**src/rtl/img_sram_sequencer_if.sv**
```systemverilog
// Shared SRAM control type and the job/sub-controller bundle of img_sram_sequencer.
package img_sram_pkg;
    typedef struct packed {
        logic        cs;
        logic        we;
        logic [7:0]  addr;
        logic [31:0] wdata;
    } img_sram_ctrl_t;
endpackage

interface img_sram_sequencer_if;
    import img_sram_pkg::*;

    logic           start;
    logic           abort;
    logic           conv_bypass;
    logic [7:0]     nrows_in;
    logic [7:0]     ncols_in;
    logic [7:0]     nrows;
    logic [7:0]     ncols;
    logic           sub_rstn;
    logic           rx_en;
    logic           tx_en;
    logic           conv_en;
    logic           rx_busy;
    logic           tx_busy;
    logic           conv_busy;
    img_sram_ctrl_t rx_sram_ctrl;
    img_sram_ctrl_t tx_sram_ctrl;
    img_sram_ctrl_t conv_sram_ctrl;
    img_sram_ctrl_t sram_ctrl;
    logic [1:0]     phase;
    logic           busy;
    logic           done;
    logic           error;

    modport master (
        output start, abort, conv_bypass, nrows_in, ncols_in,
        output rx_busy, tx_busy, conv_busy,
        output rx_sram_ctrl, tx_sram_ctrl, conv_sram_ctrl,
        input  nrows, ncols, sub_rstn, rx_en, tx_en, conv_en,
        input  sram_ctrl, phase, busy, done, error
    );

    modport slave (
        input  start, abort, conv_bypass, nrows_in, ncols_in,
        input  rx_busy, tx_busy, conv_busy,
        input  rx_sram_ctrl, tx_sram_ctrl, conv_sram_ctrl,
        output nrows, ncols, sub_rstn, rx_en, tx_en, conv_en,
        output sram_ctrl, phase, busy, done, error
    );
endinterface

```
**src/rtl/img_sram_sequencer.sv**
```systemverilog
// Phase controller for the shared image SRAM: runs RX -> CONV (optional) -> TX,
// owns the single SRAM port and supervises each sub-controller with a watchdog.
//
// state     | meaning
// ----------+-----------------------------------------------------------
// IDLE      | no job; waits for start
// RX_GO     | one-cycle rx_en pulse, RX owns SRAM
// RX_WAIT   | RX owns SRAM; wait busy rise, then busy fall
// GAP1      | SRAM undriven for ownership handover after RX
// CV_GO     | one-cycle conv_en pulse, CONV owns SRAM
// CV_WAIT   | CONV owns SRAM; wait busy rise, then busy fall
// GAP2      | SRAM undriven for ownership handover after CONV
// TX_GO     | one-cycle tx_en pulse, TX owns SRAM
// TX_WAIT   | TX owns SRAM; wait busy rise, then busy fall
// FIN       | done pulse
// ABORT     | one cycle of sub-controller reset, then IDLE without done
module img_sram_sequencer
    import img_sram_pkg::*;
#(
    parameter int GAP_CYCLES = 2,
    parameter int RISE_WAIT  = 4,
    parameter int TIMEOUT_W  = 20
) (
    input logic clk,
    input logic rstn,
    img_sram_sequencer_if.slave bus
);

    localparam logic [3:0] S_IDLE    = 4'd0;
    localparam logic [3:0] S_RX_GO   = 4'd1;
    localparam logic [3:0] S_RX_WAIT = 4'd2;
    localparam logic [3:0] S_GAP1    = 4'd3;
    localparam logic [3:0] S_CV_GO   = 4'd4;
    localparam logic [3:0] S_CV_WAIT = 4'd5;
    localparam logic [3:0] S_GAP2    = 4'd6;
    localparam logic [3:0] S_TX_GO   = 4'd7;
    localparam logic [3:0] S_TX_WAIT = 4'd8;
    localparam logic [3:0] S_FIN     = 4'd9;
    localparam logic [3:0] S_ABORT   = 4'd10;

    // Shared down-counter: watchdog in x_WAIT (loaded full), gap timer in GAPx.
    // Rise limit: no busy seen by the (RISE_WAIT-1)th WAIT cycle, so the error
    // is visible RISE_WAIT cycles after the en pulse.
    localparam logic [TIMEOUT_W-1:0] TMR_MAX  = '1;
    localparam logic [TIMEOUT_W-1:0] TMR_ONE  = TIMEOUT_W'(1);
    localparam logic [TIMEOUT_W-1:0] RISE_TC  = TMR_MAX - TIMEOUT_W'(RISE_WAIT - 2);
    localparam logic [TIMEOUT_W-1:0] GAP_LOAD = TIMEOUT_W'(GAP_CYCLES - 1);

    logic [3:0]           state, state_nxt;
    logic [TIMEOUT_W-1:0] tmr;
    logic                 seen;
    logic                 error_q;
    logic                 bypass_q;
    logic [7:0]           nrows_q, ncols_q;
    logic                 sub_rel_q;

    logic in_go, in_wait, in_gap, nxt_go, nxt_gap;
    logic own_busy, dims_zero, accept, wd_err, busy_fall;

    // Decode the current phase and the owning controller's busy flag.
    always_comb begin
        in_go    = (state == S_RX_GO)   || (state == S_CV_GO)   || (state == S_TX_GO);
        in_wait  = (state == S_RX_WAIT) || (state == S_CV_WAIT) || (state == S_TX_WAIT);
        in_gap   = (state == S_GAP1)    || (state == S_GAP2);
        own_busy = 1'b0;
        case (state)
            S_RX_WAIT: own_busy = bus.rx_busy;
            S_CV_WAIT: own_busy = bus.conv_busy;
            S_TX_WAIT: own_busy = bus.tx_busy;
            default:   own_busy = 1'b0;
        endcase
        dims_zero = (bus.nrows_in == 8'd0) || (bus.ncols_in == 8'd0);
        accept    = (state == S_IDLE) && bus.start && !dims_zero;
        wd_err    = in_wait && ((!seen && !own_busy && tmr == RISE_TC) || tmr == '0);
        busy_fall = in_wait && seen && !own_busy;
    end

    // Next-state: abort and watchdog errors override normal sequencing.
    always_comb begin
        state_nxt = state;
        case (state)
            S_IDLE:    if (accept) state_nxt = S_RX_GO;
            S_RX_GO:   state_nxt = S_RX_WAIT;
            S_RX_WAIT: if (busy_fall) state_nxt = S_GAP1;
            S_GAP1:    if (tmr == '0) state_nxt = bypass_q ? S_TX_GO : S_CV_GO;
            S_CV_GO:   state_nxt = S_CV_WAIT;
            S_CV_WAIT: if (busy_fall) state_nxt = S_GAP2;
            S_GAP2:    if (tmr == '0) state_nxt = S_TX_GO;
            S_TX_GO:   state_nxt = S_TX_WAIT;
            S_TX_WAIT: if (busy_fall) state_nxt = S_FIN;
            S_FIN:     state_nxt = S_IDLE;
            S_ABORT:   state_nxt = S_IDLE;
            default:   state_nxt = S_IDLE;
        endcase
        if (wd_err || (bus.abort && state != S_IDLE && state != S_ABORT))
            state_nxt = S_ABORT;
        nxt_go  = (state_nxt == S_RX_GO) || (state_nxt == S_CV_GO) || (state_nxt == S_TX_GO);
        nxt_gap = (state_nxt == S_GAP1)  || (state_nxt == S_GAP2);
    end

    // State, timer, rise tracking, error flag and latched job parameters.
    always_ff @(posedge clk or negedge rstn) begin
        if (!rstn) begin
            state     <= S_IDLE;
            tmr       <= '0;
            seen      <= 1'b0;
            error_q   <= 1'b0;
            bypass_q  <= 1'b0;
            nrows_q   <= 8'd0;
            ncols_q   <= 8'd0;
            sub_rel_q <= 1'b0;
        end else begin
            state     <= state_nxt;
            sub_rel_q <= 1'b1;
            if (nxt_go)
                tmr <= TMR_MAX;
            else if (nxt_gap && !in_gap)
                tmr <= GAP_LOAD;
            else if (in_wait || in_gap)
                tmr <= tmr - TMR_ONE;
            if (nxt_go)
                seen <= 1'b0;
            else if (in_wait && own_busy)
                seen <= 1'b1;
            if (state == S_IDLE && bus.start)
                error_q <= dims_zero;
            else if (wd_err)
                error_q <= 1'b1;
            if (accept) begin
                bypass_q <= bus.conv_bypass;
                nrows_q  <= bus.nrows_in;
                ncols_q  <= bus.ncols_in;
            end
        end
    end

    // Outputs decoded from state; the SRAM mux only forwards the current owner.
    always_comb begin
        bus.sub_rstn = sub_rel_q && (state != S_ABORT);
        bus.rx_en    = (state == S_RX_GO);
        bus.conv_en  = (state == S_CV_GO);
        bus.tx_en    = (state == S_TX_GO);
        bus.busy     = (state != S_IDLE);
        bus.done     = (state == S_FIN);
        bus.error    = error_q;
        bus.nrows    = nrows_q;
        bus.ncols    = ncols_q;
        bus.phase    = 2'd0;
        bus.sram_ctrl = '0;
        case (state)
            S_RX_GO, S_RX_WAIT: begin
                bus.phase     = 2'd1;
                bus.sram_ctrl = bus.rx_sram_ctrl;
            end
            S_CV_GO, S_CV_WAIT: begin
                bus.phase     = 2'd2;
                bus.sram_ctrl = bus.conv_sram_ctrl;
            end
            S_TX_GO, S_TX_WAIT: begin
                bus.phase     = 2'd3;
                bus.sram_ctrl = bus.tx_sram_ctrl;
            end
            default: begin
                bus.phase     = 2'd0;
                bus.sram_ctrl = '0;
            end
        endcase
    end

endmodule
```
**src/flat_wrapper.sv**
```systemverilog
// flat-port wrapper written by rule: the top's interface ports become plain ports
module img_sram_sequencer_flat import img_sram_pkg::*;
#(
    parameter int GAP_CYCLES = 2,
    parameter int RISE_WAIT  = 4,
    parameter int TIMEOUT_W  = 20
)
  (clk, rstn, bus_start, bus_abort, bus_conv_bypass, bus_nrows_in, bus_ncols_in, bus_rx_busy, bus_tx_busy, bus_conv_busy, bus_rx_sram_ctrl, bus_tx_sram_ctrl, bus_conv_sram_ctrl, bus_nrows, bus_ncols, bus_sub_rstn, bus_rx_en, bus_tx_en, bus_conv_en, bus_sram_ctrl, bus_phase, bus_busy, bus_done, bus_error);
  img_sram_sequencer_if bus_i ();
  input logic clk;
  input logic rstn;
  input wire logic [$bits(bus_i.start)-1:0] bus_start;
  input wire logic [$bits(bus_i.abort)-1:0] bus_abort;
  input wire logic [$bits(bus_i.conv_bypass)-1:0] bus_conv_bypass;
  input wire logic [$bits(bus_i.nrows_in)-1:0] bus_nrows_in;
  input wire logic [$bits(bus_i.ncols_in)-1:0] bus_ncols_in;
  input wire logic [$bits(bus_i.rx_busy)-1:0] bus_rx_busy;
  input wire logic [$bits(bus_i.tx_busy)-1:0] bus_tx_busy;
  input wire logic [$bits(bus_i.conv_busy)-1:0] bus_conv_busy;
  input wire logic [$bits(bus_i.rx_sram_ctrl)-1:0] bus_rx_sram_ctrl;
  input wire logic [$bits(bus_i.tx_sram_ctrl)-1:0] bus_tx_sram_ctrl;
  input wire logic [$bits(bus_i.conv_sram_ctrl)-1:0] bus_conv_sram_ctrl;
  output wire logic [$bits(bus_i.nrows)-1:0] bus_nrows;
  output wire logic [$bits(bus_i.ncols)-1:0] bus_ncols;
  output wire logic [$bits(bus_i.sub_rstn)-1:0] bus_sub_rstn;
  output wire logic [$bits(bus_i.rx_en)-1:0] bus_rx_en;
  output wire logic [$bits(bus_i.tx_en)-1:0] bus_tx_en;
  output wire logic [$bits(bus_i.conv_en)-1:0] bus_conv_en;
  output wire logic [$bits(bus_i.sram_ctrl)-1:0] bus_sram_ctrl;
  output wire logic [$bits(bus_i.phase)-1:0] bus_phase;
  output wire logic [$bits(bus_i.busy)-1:0] bus_busy;
  output wire logic [$bits(bus_i.done)-1:0] bus_done;
  output wire logic [$bits(bus_i.error)-1:0] bus_error;
  assign bus_i.start = bus_start;
  assign bus_i.abort = bus_abort;
  assign bus_i.conv_bypass = bus_conv_bypass;
  assign bus_i.nrows_in = bus_nrows_in;
  assign bus_i.ncols_in = bus_ncols_in;
  assign bus_i.rx_busy = bus_rx_busy;
  assign bus_i.tx_busy = bus_tx_busy;
  assign bus_i.conv_busy = bus_conv_busy;
  assign bus_i.rx_sram_ctrl = bus_rx_sram_ctrl;
  assign bus_i.tx_sram_ctrl = bus_tx_sram_ctrl;
  assign bus_i.conv_sram_ctrl = bus_conv_sram_ctrl;
  assign bus_nrows = bus_i.nrows;
  assign bus_ncols = bus_i.ncols;
  assign bus_sub_rstn = bus_i.sub_rstn;
  assign bus_rx_en = bus_i.rx_en;
  assign bus_tx_en = bus_i.tx_en;
  assign bus_conv_en = bus_i.conv_en;
  assign bus_sram_ctrl = bus_i.sram_ctrl;
  assign bus_phase = bus_i.phase;
  assign bus_busy = bus_i.busy;
  assign bus_done = bus_i.done;
  assign bus_error = bus_i.error;
  img_sram_sequencer #(.GAP_CYCLES(GAP_CYCLES), .RISE_WAIT(RISE_WAIT), .TIMEOUT_W(TIMEOUT_W)) u_core (.clk(clk), .rstn(rstn), .bus(bus_i));
endmodule
```
**config.mk**
```make
export PLATFORM = sky130hd
export DESIGN_NAME = img_sram_sequencer_flat
export DESIGN_NICKNAME = d
export VERILOG_FILES = /design/src/rtl/img_sram_sequencer_if.sv /design/src/rtl/img_sram_sequencer.sv /design/src/flat_wrapper.sv
export SDC_FILE = /design/constraint.sdc
export NUM_CORES = 1
export LEC_CHECK = 0
export ABC_AREA = 1
export BUFFER_PORTS_ARGS = -buffer_cell sky130_fd_sc_hd__buf_2
export CORE_MARGIN = 8
export CORE_UTILIZATION = 44
export CTS_CLUSTER_DIAMETER = 150
export DETAILED_ROUTE_END_ITERATION = 10
export PLACE_DENSITY = 0.82
export SETUP_SLACK_MARGIN = 0.5
export SLEW_MARGIN = 20
export SYNTH_ARGS = -nofsm -noshare
export SYNTH_HDL_FRONTEND = slang
export SYNTH_SLANG_ARGS = --single-unit
export TNS_END_PERCENT = 20
```
**constraint.sdc**
```tcl
create_clock -name clk -period 2.6 [get_ports clk]
set_input_delay 0.26 -clock clk [delete_from_list [all_inputs] [get_ports clk]]
set_output_delay 0.26 -clock clk [all_outputs]
set_load 0.1 [all_outputs]
```
### Word level (Yosys, flattened, before mapping)

Index checks and enable logic that the tools add are counted.

| word-level totals | value |
|---|---|
| register bits after elaboration | 44 |
| bits of input ports | 150 |
| output and inout port bits | 67 |
| logic and storage cells | 81 |

| cells by class | value |
|---|---|
| add/sub/neg operators | 1 |
| equal/unequal tests | 16 |
| mux-type cells | 19 |
| reduce and logical (&&, ||, !) cells | 37 |

Operators by type and width:

| operator | count |
|---|---|
| 42-bit case mux with 3 select lines | 1 |
| 20-bit 2-to-1 mux | 3 |
| 4-bit case mux with 9 select lines | 1 |
| 4-bit by 3-bit equality test with 1-bit output (second input constant) | 7 |
| 4-bit 2-to-1 mux | 7 |
| 20-bit equality test (second input constant) | 1 |
| 20-bit zero test | 1 |
| 20-bit by 1-bit subtractor with 20-bit output (second input constant) | 1 |
| 8-bit zero test | 2 |
| 4-bit by 2-bit equality test with 1-bit output (second input constant) | 3 |
| 1-bit logical AND | 12 |
| 1-bit logical OR | 10 |
| 4-bit by 1-bit equality test with 1-bit output (second input constant) | 2 |
| 4-bit equality test (second input constant) | 2 |
| 2-bit case mux with 3 select lines | 1 |
| 2-bit OR reduction | 3 |
| 1-bit zero test | 4 |
| 4-bit zero test | 1 |
| 1-bit 2-to-1 mux | 4 |
| 4-bit != test (second input constant) | 1 |
| 2-bit nonzero test | 2 |
| 4-bit nonzero test | 1 |
| 1-bit case mux with 3 select lines | 1 |
| 3-bit nonzero test | 1 |
| 2-bit 2-to-1 mux | 1 |

### Depth between registers and ports, before layout

Gate-level depths: netlist of run 1.

| logic depth | value |
|---|---|
| depth after elaboration | 14 |
| mapped depth | 18 |
| gate-level depth less buffers | 17 |

### Worst setup path before layout of run 1

No wires, ideal clock.

| timing path | value |
|---|---|
| path kind | reg2out |
| start point | reg u_core.state[3] |
| end point | out bus_sram_ctrl[29] |
| arrival | 3465 ps |
| required time | 2340 ps |
| slack | -1125 ps |
| cell stages (with the launch flop) | 9 |
| buffers on the path | 1 |
| cell sequence | dfrtp_1 -> nor2_2 -> inv_2 -> nor2_1 -> nor2_1 -> clkinv_1 -> clkbuf_1 -> nand2_1 -> nand3_1 |

| on the way | value |
|---|---|
| longest elaborated chain between the ends | 3 |
| elaborated cells on any way between the ends | 10 |
| classes of those cells | eq/ne (6); mux (1); reduce/logical (3) |

Ends and longest elaborated chain:

| what | line | source |
|---|---|---|
| start, declared | img_sram_sequencer.sv:49 | `logic [3:0] state, state_nxt;` |
| start signal, assigned | img_sram_sequencer.sv:113 | `state <= state_nxt;` |
| 4-bit by 3-bit equality test with 1-bit output | n/a |  |
| net bus_tx_en | flat_wrapper.sv:27 | `output wire logic [$bits(bus_i.tx_en)-1:0] bus_tx_en;` |
| 2-bit OR reduction | img_sram_sequencer.sv:150 | `case (state)` |
| 42-bit case mux with 3 select lines | img_sram_sequencer.sv:150 |  |
| end, declared | flat_wrapper.sv:29 | `output wire logic [$bits(bus_i.sram_ctrl)-1:0] bus_sram_ctrl;` |

The timed path passes the listed nets, and every way through them passes these cells.

### Worst setup path after layout of run 1

| timing path | value |
|---|---|
| start point | reg u_core.tmr[10] |
| end point | reg u_core.tmr[17] |

| on the way | value |
|---|---|
| longest elaborated chain between the ends | 11 |
| elaborated cells on any way between the ends | 24 |
| classes of those cells | add/sub (1); eq/ne (6); mux (7); reduce/logical (10) |

Ends and longest elaborated chain:

| what | line | source |
|---|---|---|
| start, declared | img_sram_sequencer.sv:50 | `logic [TIMEOUT_W-1:0] tmr;` |
| start signal, assigned | img_sram_sequencer.sv:120 | `tmr <= tmr - TMR_ONE;` |
| branches (longest 11 deep; another with 20-bit zero test) | n/a |  |

Parallel ways; which one is timed is not known. The select of a mux whose other input is x is not followed.
A chain may end at the register's enable or synchronous reset.

==> metrics.md, run 1 <==
| Metric | Value |
|---|---|
| Core Rows | 32 |
| Seq/Total Area, Yosys | 0.322 |
| Slew HR | 0.629 |
| Fin util | 0.834 |
| Avg Cell Area, Syn | 6.64 um2 |
| CP Launch Point | u_core.tmr[10]$_DFFE_PN0P_ |
| Tot GR Track Use | 0.287 |
| Crit Path Max Fanout | 5 |
| Initial antenna violation count | 2 |
| Drt first-iter violations | 603 |
| CP arrival | 2.59 ns |
| Vias post-DR | 5,091 |
| Starting Density | 0.447 |
| Final ANT Viol Nets | 0 |
| H-tree levels | 2 |
| FMAX | 0.417 GHz |
| Post-route DRC | 0 |
| Final TNS setup | 0 ns |
| Port bufs | 216 |
| Ratio of cells with drive above 1 in the final layout | 0.598 |
| Clock buffer depth | 2 |
| Later-pin clock latency in the skew report | 0.32 ns |
| Vias in the first global route | 4,614 |
| TritonRoute pass-1 iters | 5 |
| CP endpoint kind | flop |
| Max Slew Vio Count | 0 |
| Synthesis-to-layout area growth | 86.5% |
| TritonCTS Buffers | 5 |
| Share of the synthesized area in the top cell type | 0.322 |
| Cells after Synth | 515 |
| Inst Count DP | 820 |
| Worst Hold Class | primary input to flop |
| CP startpoint kind | flop |
| Top post-synthesis cells by area | dfrtp_1, nand2_1, a22oi_1 |
| Yosys cell types | 30 |
| CP required | 2.80 ns |
| Post-DR vias/cell | 5.85 |
| Fin. Hold Viols | 0 |
| Crit path largest cell delay | 0.55 ns |
| Fillcell total | 420 |
| Status | completed |
| MaxCap Viol Count | 0 |
| Setup violations, final | 0 |
| Largest net degree at the start of global routing | 45 |
| HPWL after detailed placement | 11,900 um |
| Fin nets | 917 |
| Type of the worst setup path | flop to flop |
| Finished Layout Cells | 871 |
| Syn_nets | 667 |
| Unrepaired setup endpoints after global routing | yes |
| Clock Pin Slew Worst Setup and Hold Paths | 0.10 ns |
| Total wire length | 19,500 um |
| FF-to-FF path depth | 14 |
| Die Span Y | 104 um |
| First-pass GRT wire length | 25,300 um |
| Worst Tran Pin Value | 0.557 ns |
| Hold slack final | 0.155 ns |
| Avg WL per Cell | 22.3 um |
| Synth Warn # | 0 |
| RePlAce Congestion | 0.969 |
| GR Overflow Total | 0 |
| Crit share post-route | 0.922 |
| Slowest CP cell | dfrtp_1 |
| Min-delay src | bus_ncols_in[2] |
| Cell mode on critical path | nand2_4 |
| FF-to-FF setup slack | 0.20 ns |
| Final min period | 2.40 ns |
| Worst path cell trace | nand2_1 -> nor2_1 -> nand3_1 -> nor2_2 -> nand3_2 -> nand2_4 -> nand2_4 -> nand2_4 -> nor2_4 -> nand3_2 -> nand3_4 -> clkbuf_16 -> a21oi_2 -> nand2_1 |
| Number of synthesized register bits | 44 |
| Root buf cell | clkbuf_8 |
| CP Capture Point | u_core.tmr[17]$_DFFE_PN0P_ |
| FF-to-FF End | u_core.tmr[17]$_DFFE_PN0P_ |
| Reg2reg start | u_core.tmr[10]$_DFFE_PN0P_ |
| Clock Skews | 0.0123 ns |
| I/O pins | 217 |
| # clock sinks | 44 |
| Area of the mapped netlist | 3420 um2 |
| CORE AREA | 7650 um2 |
| Die X | 104 um |
| TritonCTS clock tree | done |
| Die ar. | 10,900 um2 |
| Largest area contributor in the netlist | dfrtp_1 |
## critical path, delay by kind of cell, from the launching register on
kind                   cells  cell delay [ns]
and+or+nand+nor           12             1.37
DFF                        1             0.55
buffers and inverters      1             0.22
AOI/OAI and AO/OA          1             0.11
## metrics by stage
step / setup slack [ns] / area [um2]
3_5_place_dp: 0.124 / 5050
3_3_place_gp: 0.189 / 5050
6_report: 0.204 / 6380
4_1_cts: 0.401 / 5840
5_1_grt: 0.134 / 6380
2_1_floorplan: 0.0657 / 3880
## cell families (layout without fill, tap and decap cells)
logic type      count (synthesis)  after routing  synth area share
fa+ha+maj                       2              2           0.00731
xor+xnor                       18             18            0.0461
buf+inv                        79            327            0.0966
compound gates                 75             75             0.142
flops                          44             44             0.322
other cells                     1              4           0.00110
simple gates                  296            299             0.385
## layer usage
metal  wire (um)  part of all wire  global-route usage  vias to the layer above
met5           0                 0                   0                        -
met4        1030             0.053               0.110                        0
met3        2040              0.10              0.0700                       86
met2        9540              0.49               0.509                      453
met1        6850              0.35               0.323                     2393
li1            -                 -                   -                     2159
## cell usage after synthesis
library cell	number
inv_1	47
nor2_1	45
xor2_1	14
nand2_2	6
inv_2	8
nor3_4	1
nand2_1	181
o21ai_1	1
o21ai_2	1
nand4_1	5
nand3_2	11
buf_6	4
nand3_4	1
nand3_1	29
dfrtp_1	44
nor3_1	3
clkinv_1	3
a22oi_1	41
xnor2_1	4
o21ai_0	9
nor3_2	2
buf_4	1
clkbuf_1	16
ha_1	2
nor2_2	11
a21oi_1	21
a31oi_1	1
nor4_1	1
conb_1	1
a21oi_2	1
## sequential cells by signal (all words and copies together), names as in the netlist
signal,flops
u_core.tmr,20
u_core.bus.ncols,8
u_core.bus.nrows,8
u_core.state,4
u_core.bus.error,1
u_core.bypass_q,1
u_core.seen,1
u_core.sub_rel_q,1
## cells in the final DEF, fill, tap and decap left out, drive strengths merged
master | synthesis | layout
conb | 1 | 1
nor3 | 6 | 6
nand2 | 187 | 190
dlygate4sd3 | 0 | 1
dfrtp | 44 | 44
nor2 | 56 | 56
a22oi | 41 | 41
nand4 | 5 | 5
inv | 55 | 56
xor2 | 14 | 14
o21ai | 11 | 11
nor4 | 1 | 1
a31oi | 1 | 1
nand3 | 41 | 41
diode | 0 | 3
clkinv | 3 | 3
xnor2 | 4 | 4
clkbuf | 16 | 10
buf | 5 | 256
a21oi | 22 | 22
clkinvlp | 0 | 1
ha | 2 | 2
## cell type report
class	count	area, um2	share of cell area
diodes	3	7.51	0.00118
clock buffers	7	86.3	0.0135
clock inverters	1	7.51	0.00118
inverters	58	228	0.0357
multi-input cells	395	2820	0.443
flip-flops and latches	44	1110	0.174
well taps	102	128	0.0200
repair buffers	260	1980	0.311
repair inverters	1	5.00	0.000785
## repair_timing
item                       CTS  global route
cloned                       6             4
hold buffers                 0             1
setup buffers               19            10
pin swaps                   10            32
resized for setup          133            91
setup endpoints to repair   63            66
hold endpoints to repair     0            10
## worst min path at each step
stage	to	depth (start not counted)	slack [ns]
2_1_floorplan	u_core.bus.error$_DFFE_PN0P_	0	-0.04
6_report	u_core.bus.ncols[2]$_DFFE_PN0P_	3	0.16
3_3_place_gp	u_core.bus.ncols[0]$_DFFE_PN0P_	2	0.46
4_1_cts	u_core.tmr[7]$_DFFE_PN0P_	1	0.15
3_5_place_dp	u_core.bus.ncols[1]$_DFFE_PN0P_	2	0.46
5_1_grt	u_core.bus.ncols[2]$_DFFE_PN0P_	3	0.16
Power of run 1 is not shown: default switching activity piles up to over one toggle a cycle in this logic, so the estimate is an artifact.
==> run 2, diff against run 1 <==
==> constraint.sdc (replaced) <==
create_clock -name clk -period 2.6 [get_ports clk]
set_input_delay 0.26 -clock clk [delete_from_list [all_inputs] [get_ports clk]]
set_output_delay 0.26 -clock clk [all_outputs]
set_load 0.005 [all_outputs]
==> metrics.md, run 2 (synthesis results as in run 1) <==
| Metric | Value |
|---|---|
| Reg2reg start | u_core.tmr[6]$_DFFE_PN0P_ |
| Fin util | 0.736 (-0.0983) |
| Final ANT Viol Nets | 0 (unchanged) |
| Final TNS setup | 0 ns (unchanged) |
| GR Overflow Total | 0 (unchanged) |
| Later-pin clock latency in the skew report | 0.31 ns (about the same) |
| Total wire length | 17,200 um (-12%) |
| FMAX | 0.426 GHz (+2.2%) |
| Setup violations, final | 0 (unchanged) |
| Final instance area | 5630 um2 (-12%) |
| Status | completed |
| Commonest non-fill, non-tap cells in the layout | buf_2, nand2_1, inv_1 |
| Type of the worst setup path | flop to flop |
| Vias in the first global route | 4,551 (-1.4%) |
| FF-to-FF path depth | 13 (-1) |
| Die ar. | 10,900 um2 (unchanged) |
| Worst VDD drop | 567 uV |
| CP endpoint kind | flop |
| Fin nets | 913 (-0.44%) |
| Drt first-iter violations | 452 (-25%) |
| CP Launch Point | u_core.tmr[6]$_DFFE_PN0P_ |
| # clock sinks | 44 (unchanged) |
| Largest net degree at the start of global routing | 45 (unchanged) |
| Power Dens Cells | 1100 nW/um2 |
| M3 GR Usage | 0.0836 (+0.0136) |
| CP required | 2.80 ns (about the same) |
| Worst Tran Pin Value | 0.570 ns (+0.0130 ns) |
| Clock Pin Slew Worst Setup and Hold Paths | 0.09 ns (about the same) |
| Placed instance area | 4590 um2 (-9.2%) |
| Slew HR | 0.620 (-0.00867) |
| Ratio of cells with drive above 1 in the final layout | 0.492 (-0.106) |
| FF-to-FF setup slack | 0.26 ns (+0.05 ns) |
| Port bufs | 216 (unchanged) |
| Fin. Hold Viols | 0 (unchanged) |
| Post-DR vias/cell | 5.49 (-6.1%) |
| Avg WL per Cell | 19.9 um (-11%) |
| Worst Hold Class | primary input to flop |
| Leak | 3.10 nW |
| TritonRoute pass-1 iters | 5 (unchanged) |
| Most common cell after layout, fill and taps aside | buf_2 |
| Die Span Y | 104 um (unchanged) |
| Crit Path Max Fanout | 21 (+16) |
| Unrepaired setup endpoints after global routing | yes |
| FF-to-FF End | u_core.tmr[11]$_DFFE_PN0P_ |
| Design Power | 0.00622 W |
| H-tree levels | 2 (unchanged) |
| I/O pins | 217 (unchanged) |
| CP startpoint kind | flop |
| Initial antenna violation count | 4 (+2) |
| TritonCTS Buffers | 5 (unchanged) |
| Core Rows | 32 (unchanged) |
| Die X | 104 um (unchanged) |
| Crit share post-route | 0.902 (-0.0197) |
| Root buf cell | clkbuf_8 |
| Clock Skews | 0.00842 ns (-0.00392 ns) |
| Tot GR Track Use | 0.251 (-0.0361) |
| HPWL after detailed placement | 11,100 um (-6.9%) |
| TritonCTS clock tree | done |
| Gr busiest metal | met2 |
| Synthesis-to-layout area growth | 64.5% |
| CORE AREA | 7650 um2 (unchanged) |
| Grt met2 use | 0.445 (-0.0642) |
| Starting Density | 0.447 (unchanged) |
| MaxCap Viol Count | 0 (unchanged) |
| Final min period | 2.34 ns (-0.0511 ns) |
| Post-route DRC | 0 (unchanged) |
| Largest register FFs | 20 (unchanged) |
| Max Slew Vio Count | 0 (unchanged) |
| Vias post-DR | 4,754 (-6.6%) |
| CP arrival | 2.55 ns (-0.04 ns) |
| First-pass GRT wire length | 22,400 um (-11%) |
| Clock buffer depth | 2 (unchanged) |
| RePlAce Congestion | 0.933 (-3.8%) |
| CP Capture Point | u_core.tmr[11]$_DFFE_PN0P_ |
| Biggest register | u_core.tmr |
| Global Route met1 Usage | 0.265 (-0.0587) |
run 2: per-stage QoR:
| stage | std cells | hold WS [ns] | setup slack, ns |
|---|---|---|---|
| after floorplan | 515 | -0.0356 | 0.600 |
| after global placement | 821 | 0.462 | 0.301 |
| after detailed placement | 821 | 0.464 | 0.135 |
| after CTS | 838 | 0.148 | 0.483 |
| after global routing | 866 | 0.167 | 0.196 |
| final | 866 | 0.159 | 0.255 |
run 2: where the power goes:
part / total (W) / switching [W] / internal [W]
clock network: 0.000550 / 0.000260 / 0.000290
logic: 0.00421 / 0.00247 / 0.00173
registers: 0.00146 / 0.000421 / 0.00104
run 2: routing by layer:
| metal | wire length (um) | share of wire | up-vias |
|---|---|---|---|
| met5 | 29 | 0.0017 | - |
| met4 | 675 | 0.039 | 4 |
| met3 | 1940 | 0.11 | 63 |
| met2 | 8640 | 0.50 | 325 |
| met1 | 5920 | 0.34 | 2207 |
| li1 | - | - | 2155 |
run 2: what timing repair did:
item / in CTS / in global routing
pin swaps: 8 / 25
setup buffers: 7 / 14
gates resized for setup: 27 / 98
cloned: 2 / 11
hold buffers: 0 / 1
endpoints found under the setup margin: 63 / 65
endpoints found under the hold margin: 0 / 42
run 2: worst min path at each step:
stage | slack [ns] | cells after the start | startpoint | end
5_1_grt | 0.17 | 3 | bus_conv_bypass | u_core.bypass_q$_DFFE_PN0P_
3_5_place_dp | 0.46 | 2 | u_core.bus.ncols[0]$_DFFE_PN0P_ | u_core.bus.ncols[0]$_DFFE_PN0P_
3_3_place_gp | 0.46 | 2 | u_core.bus.nrows[3]$_DFFE_PN0P_ | u_core.bus.nrows[3]$_DFFE_PN0P_
4_1_cts | 0.15 | 1 | rstn | u_core.tmr[9]$_DFFE_PN0P_
6_report | 0.16 | 3 | bus_ncols_in[5] | u_core.bus.ncols[5]$_DFFE_PN0P_
2_1_floorplan | -0.04 | 0 | rstn | u_core.bus.error$_DFFE_PN0P_
run 2: layout make-up:
type / count / area (um2)
Clock inverter: 3 / 46.3
Inverter: 58 / 233
Fill cell: 556 / 2020
Multi-Input combinational cell: 395 / 2430
Timing Repair Buffer: 257 / 1600
Tap cell: 102 / 128
Clock buffer: 5 / 68.8
Sequential cell: 44 / 1110
Antenna cell: 2 / 5.00
run 2: critical path, cell delays in order, from the launching register on:
cell     delay [ns]
dfrtp_1        0.45
nor2_1         0.19
nand2_1        0.18
nor2_4         0.19
nand3_4        0.12
nand2_1        0.13
nand3_2        0.11
nand3_2        0.12
nand2_4        0.10
nand3_2        0.11
nand3_2        0.09
buf_12         0.18
a21oi_1        0.17
nand2_1        0.09
Note: power is estimated with default switching activity, not from simulation.
